[src/rtl/dcache_pkg.sv]
// Shared definitions for the data-cache controller slice.
//  - default geometry (byte address width, word width, index width)
//  - controller state encoding
//  - line index / tag extraction helpers (width-generic through 64-bit values)
package dcache_pkg;

  localparam int unsigned DCACHE_ADDR_W  = 32;
  localparam int unsigned DCACHE_DATA_W  = 32;
  localparam int unsigned DCACHE_INDEX_W = 6;

  typedef enum logic [1:0] {
    IDLE   = 2'd0,
    REFILL = 2'd1,
    WRITE  = 2'd2,
    DONE   = 2'd3
  } state_t;

  // Word index within the cache: addr[index_w+1:2].
  function automatic logic [63:0] line_index(input logic [63:0] addr,
                                             input int unsigned index_w);
    return (addr >> 2) & ((64'd1 << index_w) - 64'd1);
  endfunction

  // Tag: everything above the index bits.
  function automatic logic [63:0] line_tag(input logic [63:0] addr,
                                           input int unsigned index_w);
    return addr >> (index_w + 2);
  endfunction

endpackage

[src/rtl/dcache_array.sv]
// Valid/tag/data storage for a direct-mapped, one-word-line cache.
//  clk, rst        clock; synchronous active-high reset clears valid bits only
//  rd_index        lookup index (asynchronous read)
//  rd_valid/tag/data  contents of the addressed line
//  wr_en           single synchronous write port: sets valid and writes tag/data
//  wr_index/tag/data  write port address and contents
module dcache_array
  import dcache_pkg::*;
#(
  parameter int unsigned INDEX_W = DCACHE_INDEX_W,
  parameter int unsigned TAG_W   = DCACHE_ADDR_W - DCACHE_INDEX_W - 2,
  parameter int unsigned DATA_W  = DCACHE_DATA_W
) (
  input  logic               clk,
  input  logic               rst,
  input  logic [INDEX_W-1:0] rd_index,
  output logic               rd_valid,
  output logic [TAG_W-1:0]   rd_tag,
  output logic [DATA_W-1:0]  rd_data,
  input  logic               wr_en,
  input  logic [INDEX_W-1:0] wr_index,
  input  logic [TAG_W-1:0]   wr_tag,
  input  logic [DATA_W-1:0]  wr_data
);

  localparam int unsigned LINES = 1 << INDEX_W;

  logic [LINES-1:0]  valid;
  logic [TAG_W-1:0]  tags  [LINES];
  logic [DATA_W-1:0] words [LINES];

  always_ff @(posedge clk) begin
    if (rst) begin
      valid <= '0;
    end else if (wr_en) begin
      valid[wr_index] <= 1'b1;
    end
  end

  // Tag/data are deliberately not reset; valid alone qualifies them.
  always_ff @(posedge clk) begin
    if (wr_en) begin
      tags[wr_index]  <= wr_tag;
      words[wr_index] <= wr_data;
    end
  end

  assign rd_valid = valid[rd_index];
  assign rd_tag   = tags[rd_index];
  assign rd_data  = words[rd_index];

endmodule

[src/rtl/dcache_ctrl.sv]
// Direct-mapped, write-through, no-write-allocate data cache controller.
//  clk, rst        clock; synchronous active-high reset
//  cpu_re/cpu_we   load/store request from exe (store wins)
//  cpu_addr        byte address (bits[1:0] ignored)
//  cpu_wdata       store data
//  cpu_rdata       load data (valid when cpu_re & !cpu_stall)
//  cpu_stall       request not yet complete
//  mem_req/mem_we  backing-memory request (held until mem_ack) and direction
//  mem_addr        word-aligned memory address
//  mem_wdata       store data to memory
//  mem_ack         one-cycle completion pulse
//  mem_rdata       refill data, valid with mem_ack on a read
module dcache_ctrl
  import dcache_pkg::*;
#(
  parameter int unsigned ADDR_W  = DCACHE_ADDR_W,
  parameter int unsigned DATA_W  = DCACHE_DATA_W,
  parameter int unsigned INDEX_W = DCACHE_INDEX_W
) (
  input  logic              clk,
  input  logic              rst,
  input  logic              cpu_re,
  input  logic              cpu_we,
  input  logic [ADDR_W-1:0] cpu_addr,
  input  logic [DATA_W-1:0] cpu_wdata,
  output logic [DATA_W-1:0] cpu_rdata,
  output logic              cpu_stall,
  output logic              mem_req,
  output logic              mem_we,
  output logic [ADDR_W-1:0] mem_addr,
  output logic [DATA_W-1:0] mem_wdata,
  input  logic              mem_ack,
  input  logic [DATA_W-1:0] mem_rdata
);

  localparam int unsigned TAG_W = ADDR_W - INDEX_W - 2;

  state_t state, next_state;

  logic [INDEX_W-1:0] cpu_index, mem_index, arr_index;
  logic [TAG_W-1:0]   cpu_tag, mem_tag, arr_tag, rd_tag;
  logic [DATA_W-1:0]  rd_data, arr_data, resp_q;
  logic               rd_valid, hit, arr_we;

  assign cpu_index = INDEX_W'(line_index(64'(cpu_addr), INDEX_W));
  assign cpu_tag   = TAG_W'(line_tag(64'(cpu_addr), INDEX_W));
  // The latched request address doubles as the refill target.
  assign mem_index = INDEX_W'(line_index(64'(mem_addr), INDEX_W));
  assign mem_tag   = TAG_W'(line_tag(64'(mem_addr), INDEX_W));

  assign hit = rd_valid && (rd_tag == cpu_tag);

  dcache_array #(
    .INDEX_W (INDEX_W),
    .TAG_W   (TAG_W),
    .DATA_W  (DATA_W)
  ) u_array (
    .clk      (clk),
    .rst      (rst),
    .rd_index (cpu_index),
    .rd_valid (rd_valid),
    .rd_tag   (rd_tag),
    .rd_data  (rd_data),
    .wr_en    (arr_we),
    .wr_index (arr_index),
    .wr_tag   (arr_tag),
    .wr_data  (arr_data)
  );

  always_ff @(posedge clk) begin
    if (rst) state <= IDLE;
    else     state <= next_state;
  end

  always_comb begin
    next_state = state;
    cpu_stall  = 1'b0;
    cpu_rdata  = '0;
    arr_we     = 1'b0;
    arr_index  = cpu_index;
    arr_tag    = cpu_tag;
    arr_data   = cpu_wdata;
    case (state)
      IDLE: begin
        cpu_rdata = rd_data;
        if (cpu_we) begin
          cpu_stall  = 1'b1;
          arr_we     = hit;   // write hit updates in place; miss does not allocate
          next_state = WRITE;
        end else if (cpu_re && !hit) begin
          cpu_stall  = 1'b1;
          next_state = REFILL;
        end
      end
      REFILL: begin
        cpu_stall = 1'b1;
        arr_index = mem_index;
        arr_tag   = mem_tag;
        arr_data  = mem_rdata;
        if (mem_ack) begin
          arr_we     = 1'b1;
          next_state = DONE;
        end
      end
      WRITE: begin
        cpu_stall = 1'b1;
        if (mem_ack) next_state = DONE;
      end
      DONE: begin
        cpu_rdata  = resp_q;
        next_state = IDLE;
      end
      default: next_state = IDLE;
    endcase
    if (rst) arr_we = 1'b0;
  end

  // Memory-side registers follow the transitions chosen above.
  always_ff @(posedge clk) begin
    if (rst) begin
      mem_req   <= 1'b0;
      mem_we    <= 1'b0;
      mem_addr  <= '0;
      mem_wdata <= '0;
      resp_q    <= '0;
    end else begin
      case (state)
        IDLE: begin
          if (next_state != IDLE) begin
            mem_req  <= 1'b1;
            mem_we   <= cpu_we;
            mem_addr <= {cpu_addr[ADDR_W-1:2], 2'b00};
            if (cpu_we) mem_wdata <= cpu_wdata;
          end
        end
        REFILL: begin
          if (mem_ack) begin
            mem_req <= 1'b0;
            resp_q  <= mem_rdata;
          end
        end
        WRITE: begin
          if (mem_ack) mem_req <= 1'b0;
        end
        default: ;
      endcase
    end
  end

endmodule

[config.mk]
export PLATFORM = sky130hd
export DESIGN_NAME = dcache_ctrl
export DESIGN_NICKNAME = d
export VERILOG_FILES = /design/src/rtl/dcache_pkg.sv /design/src/rtl/dcache_array.sv /design/src/rtl/dcache_ctrl.sv
export SDC_FILE = /design/constraint.sdc
export NUM_CORES = 2
export LEC_CHECK = 0
export CAP_MARGIN = 20
export CORE_ASPECT_RATIO = 0.9
export CORE_MARGIN = 2
export CORE_UTILIZATION = 34
export DETAILED_ROUTE_END_ITERATION = 16
export PLACE_DENSITY = 0.53
export SYNTH_ARGS = -nofsm -noshare
export SYNTH_HDL_FRONTEND = slang
export SYNTH_SLANG_ARGS = --single-unit
[constraint.sdc]
create_clock -name clk -period 11.5 [get_ports clk]
set_input_delay 1.15 -clock clk [delete_from_list [all_inputs] [get_ports clk]]
set_output_delay 1.15 -clock clk [all_outputs]
set_load 0.005 [all_outputs]
==> qor.txt <==
Yosys top cell area share = 74.2%
Post-DP HPWL = 237 mm
CP Launch Type = input pin
Post-synth EDFFs = 3,584
IO Pins = 200
Hold buffers post-CTS = 0
Critical path type = in -> out
Final Hold Fails = 0
Detail Route Antenna Nets = 0
Ys async rst share = 0%
Cts repair resizes = 0
Die Footprint = 0.432 mm2
GP Congestion = 0.796
Reg-to-reg startpoint = u_array.tags[14][8]
Total GRT Usage = 20.1%
Setup Total Neg Slack = 0 ns
CTS Buf Count = 390
Final Util = 39.7%
Initial core utilization = 34.1%
H-tree Lvls = 5
Critical path peak fanout = 93
TritonCTS clock tree = yes
Placed Instances = 12,400
Vias in the first global route = 73,200
Pin count of the biggest net entering global routing = 132
Mean area per synthesized cell = 21.5 um2
Leak = 52.6 nW
Synth top cells by count = edfxtp_1, mux4_2, nand2_1, mux2i_1, clkbuf_1
Number of post-CTS setup repair buffers = 0
Worst-path clk slew = 0.06 ns
Drt wl/cell = 33.7 um
Mapped Cells = 6,756
Core area = 0.425 mm2
Area of the mapped netlist = 0.145 mm2
Fill cells = 37,600
Worst r2r path cells = 15
Tcrit/Tclk final = 72.6%
Register area share after synthesis = 76.4%
Grt ovf = 0
Min Tclk post-route = 8.35 ns
PwrDens = 177 mW/mm2
Clock buffer depth = 4
PortBufs = 195
Die W = 692 um
RSZ-0062 raised after global routing = false
Status = completed
P&R area growth vs syn = 16.4%
Final std cells w/o fill = 13,200
Fmax = 120 MHz
Slew HR = 22.2%
VDD IR-drop max = 131 uV
Synth area leader = edfxtp_1
DRT Pass-1 Iters = 6
Nets = 7,345
# rows = 227
Synth area leaders = edfxtp_1, mux4_2, dfxtp_1
Iteration-0 DRC Markers = 9,621
Unique masters post-synth = 72
Routed WL = 445 mm
Worst path arrival time = 7.20 ns
Total number of vias = 73,900
Share of post-route cells with drive strength above 1 = 25.7%
Die Y = 624 um
Antenna violations before repair = 19
Clock root buffer = clkbuf_16
Most frequent cell after synthesis = edfxtp_1
Crit end category = output port
First-pass GRT wire length = 608 mm
Yosys reg bits = 3,746
Final-report max-slew violation count = 0
DRC Markers = 0
Primary FF master, synth = edfxtp_1
Skew-Pair Late Insertion Delay = 0.98 ns
Max-cap violation count = 0
HP Class = reg -> reg
Clock sink total = 3,746
Required time of the critical path = 10.35 ns
Hold Path Sink = resp_q[9]
Ys Warns = 0
Worst Skew = 0.0665 ns
Final setup viols = 0
Hold depth = 2
Vias per cell = 5.61
Slew @ Worst Pin = 1.17 ns
HP Start = resp_q[9]
R2R setup slack = 4.63 ns
Reg2reg end = u_array.words[25][28]
-- critical path, stage by stage --
cell             delay (ns)
buf_16                 0.38
buf_4                  0.67
buf_4                  0.84
buf_4                  0.61
buf_4                  0.86
mux4_2                 0.62
mux4_2                 0.53
mux4_2                 0.56
a22oi_1                0.23
nor2_1                 0.07
clkdlybuf4s50_1        0.51
-- power by group --
| group | internal [W] | switching [W] | leakage [nW] |
|---|---|---|---|
| sequential | 0.0153 | 0.0000439 | 33.5 |
| combinational | 0.000785 | 0.00136 | 12.9 |
| clock | 0.00718 | 0.00528 | 6.11 |
-- cells in the final DEF, fill, tap and decap left out, types with 74 or more instances in the layout --
| cell | instances |
|---|---|
| dfxtp_1 | 162 |
| edfxtp_1 | 3584 |
| clkinv_1 | 83 |
| nor2_1 | 74 |
| mux4_2 | 944 |
| a21oi_1 | 115 |
| mux2i_1 | 293 |
| buf_4 | 176 |
| clkbuf_16 | 395 |
| nand2_1 | 303 |
| clkbuf_1 | 90 |
| o22ai_1 | 83 |
| buf_12 | 105 |
| a22oi_1 | 139 |
| clkdlybuf4s50_1 | 188 |
| nand2b_1 | 75 |
-- per-layer routing --
metal / vias to the layer above / GRT usage [%] / routed length [um]
met4: 2 / 5.11 / 12600
li1: 29300 / - / -
met3: 573 / 3.08 / 34300
met1: 40800 / 28.3 / 184000
met2: 3252 / 32.8 / 214000
met5: - / 0 / 13
-- worst max-delay path by stage --
| stage | slack (ns) | to | startpoint | depth (start not counted) |
|---|---|---|---|---|
| 3_5_place_dp | 2.56 | u_array.words[25][30] | cpu_addr[3] | 17 |
| 3_3_place_gp | 2.54 | u_array.words[25][6] | cpu_addr[4] | 17 |
| 6_report | 3.15 | cpu_rdata[30] | cpu_addr[2] | 11 |
| 5_1_grt | 2.47 | cpu_rdata[30] | cpu_addr[2] | 11 |
| 2_1_floorplan | 3.03 | u_array.tags[63][0] | cpu_addr[2] | 17 |
| 4_1_cts | 2.74 | cpu_rdata[30] | cpu_addr[2] | 11 |
-- per-stage QoR --
stage	worst slack, ns	instance area (um2)	total power (W)	hold WS, ns
final	3.15	169000	0.0299	0.456
after CTS	2.74	168000	0.0301	0.455
after global routing	2.47	169000	0.0308	0.471
after detailed placement	2.56	156000	0.0177	0.447
after global placement	2.54	155000	0.0177	0.445
after floorplan	3.03	145000	0.0168	0.437
-- area by class of cell --
| class | instances | area [um2] | area share, % |
|---|---|---|---|
| Multi-Input combinational cell | 2545 | 32500 | 19.2 |
| Inverter | 73 | 284 | 0.168 |
| Antenna cell | 4 | 10.0 | 0.00593 |
| Timing Repair Buffer | 483 | 5640 | 3.34 |
| Sequential cell | 3746 | 111000 | 65.7 |
| Clock buffer | 503 | 10400 | 6.18 |
| Tap cell | 5610 | 7020 | 4.16 |
| Clock inverter | 214 | 2070 | 1.23 |
-- logic make-up after synthesis --
kind of cell,after synthesis,share of synthesized area (%)
adders and majority gates,5,0.0431
xor gates and xnor gates,25,0.151
DFF,3746,76.4
buffers and inverters,466,1.50
and+or+nand+nor,706,2.34
AOI/OAI and AO/OA,502,2.32
muxes,1305,17.2
other,1,0.00259
-- sequential cells by signal, indices dropped and copies added (netlist names) --
signal	flops
u_array.words	2048
resp_q	32
mem_wdata	32
u_array.tags	1536
u_array.valid	64
mem_req	1
mem_addr	30
mem_we	1
state	2
Power figures use the tool's default switching activity.
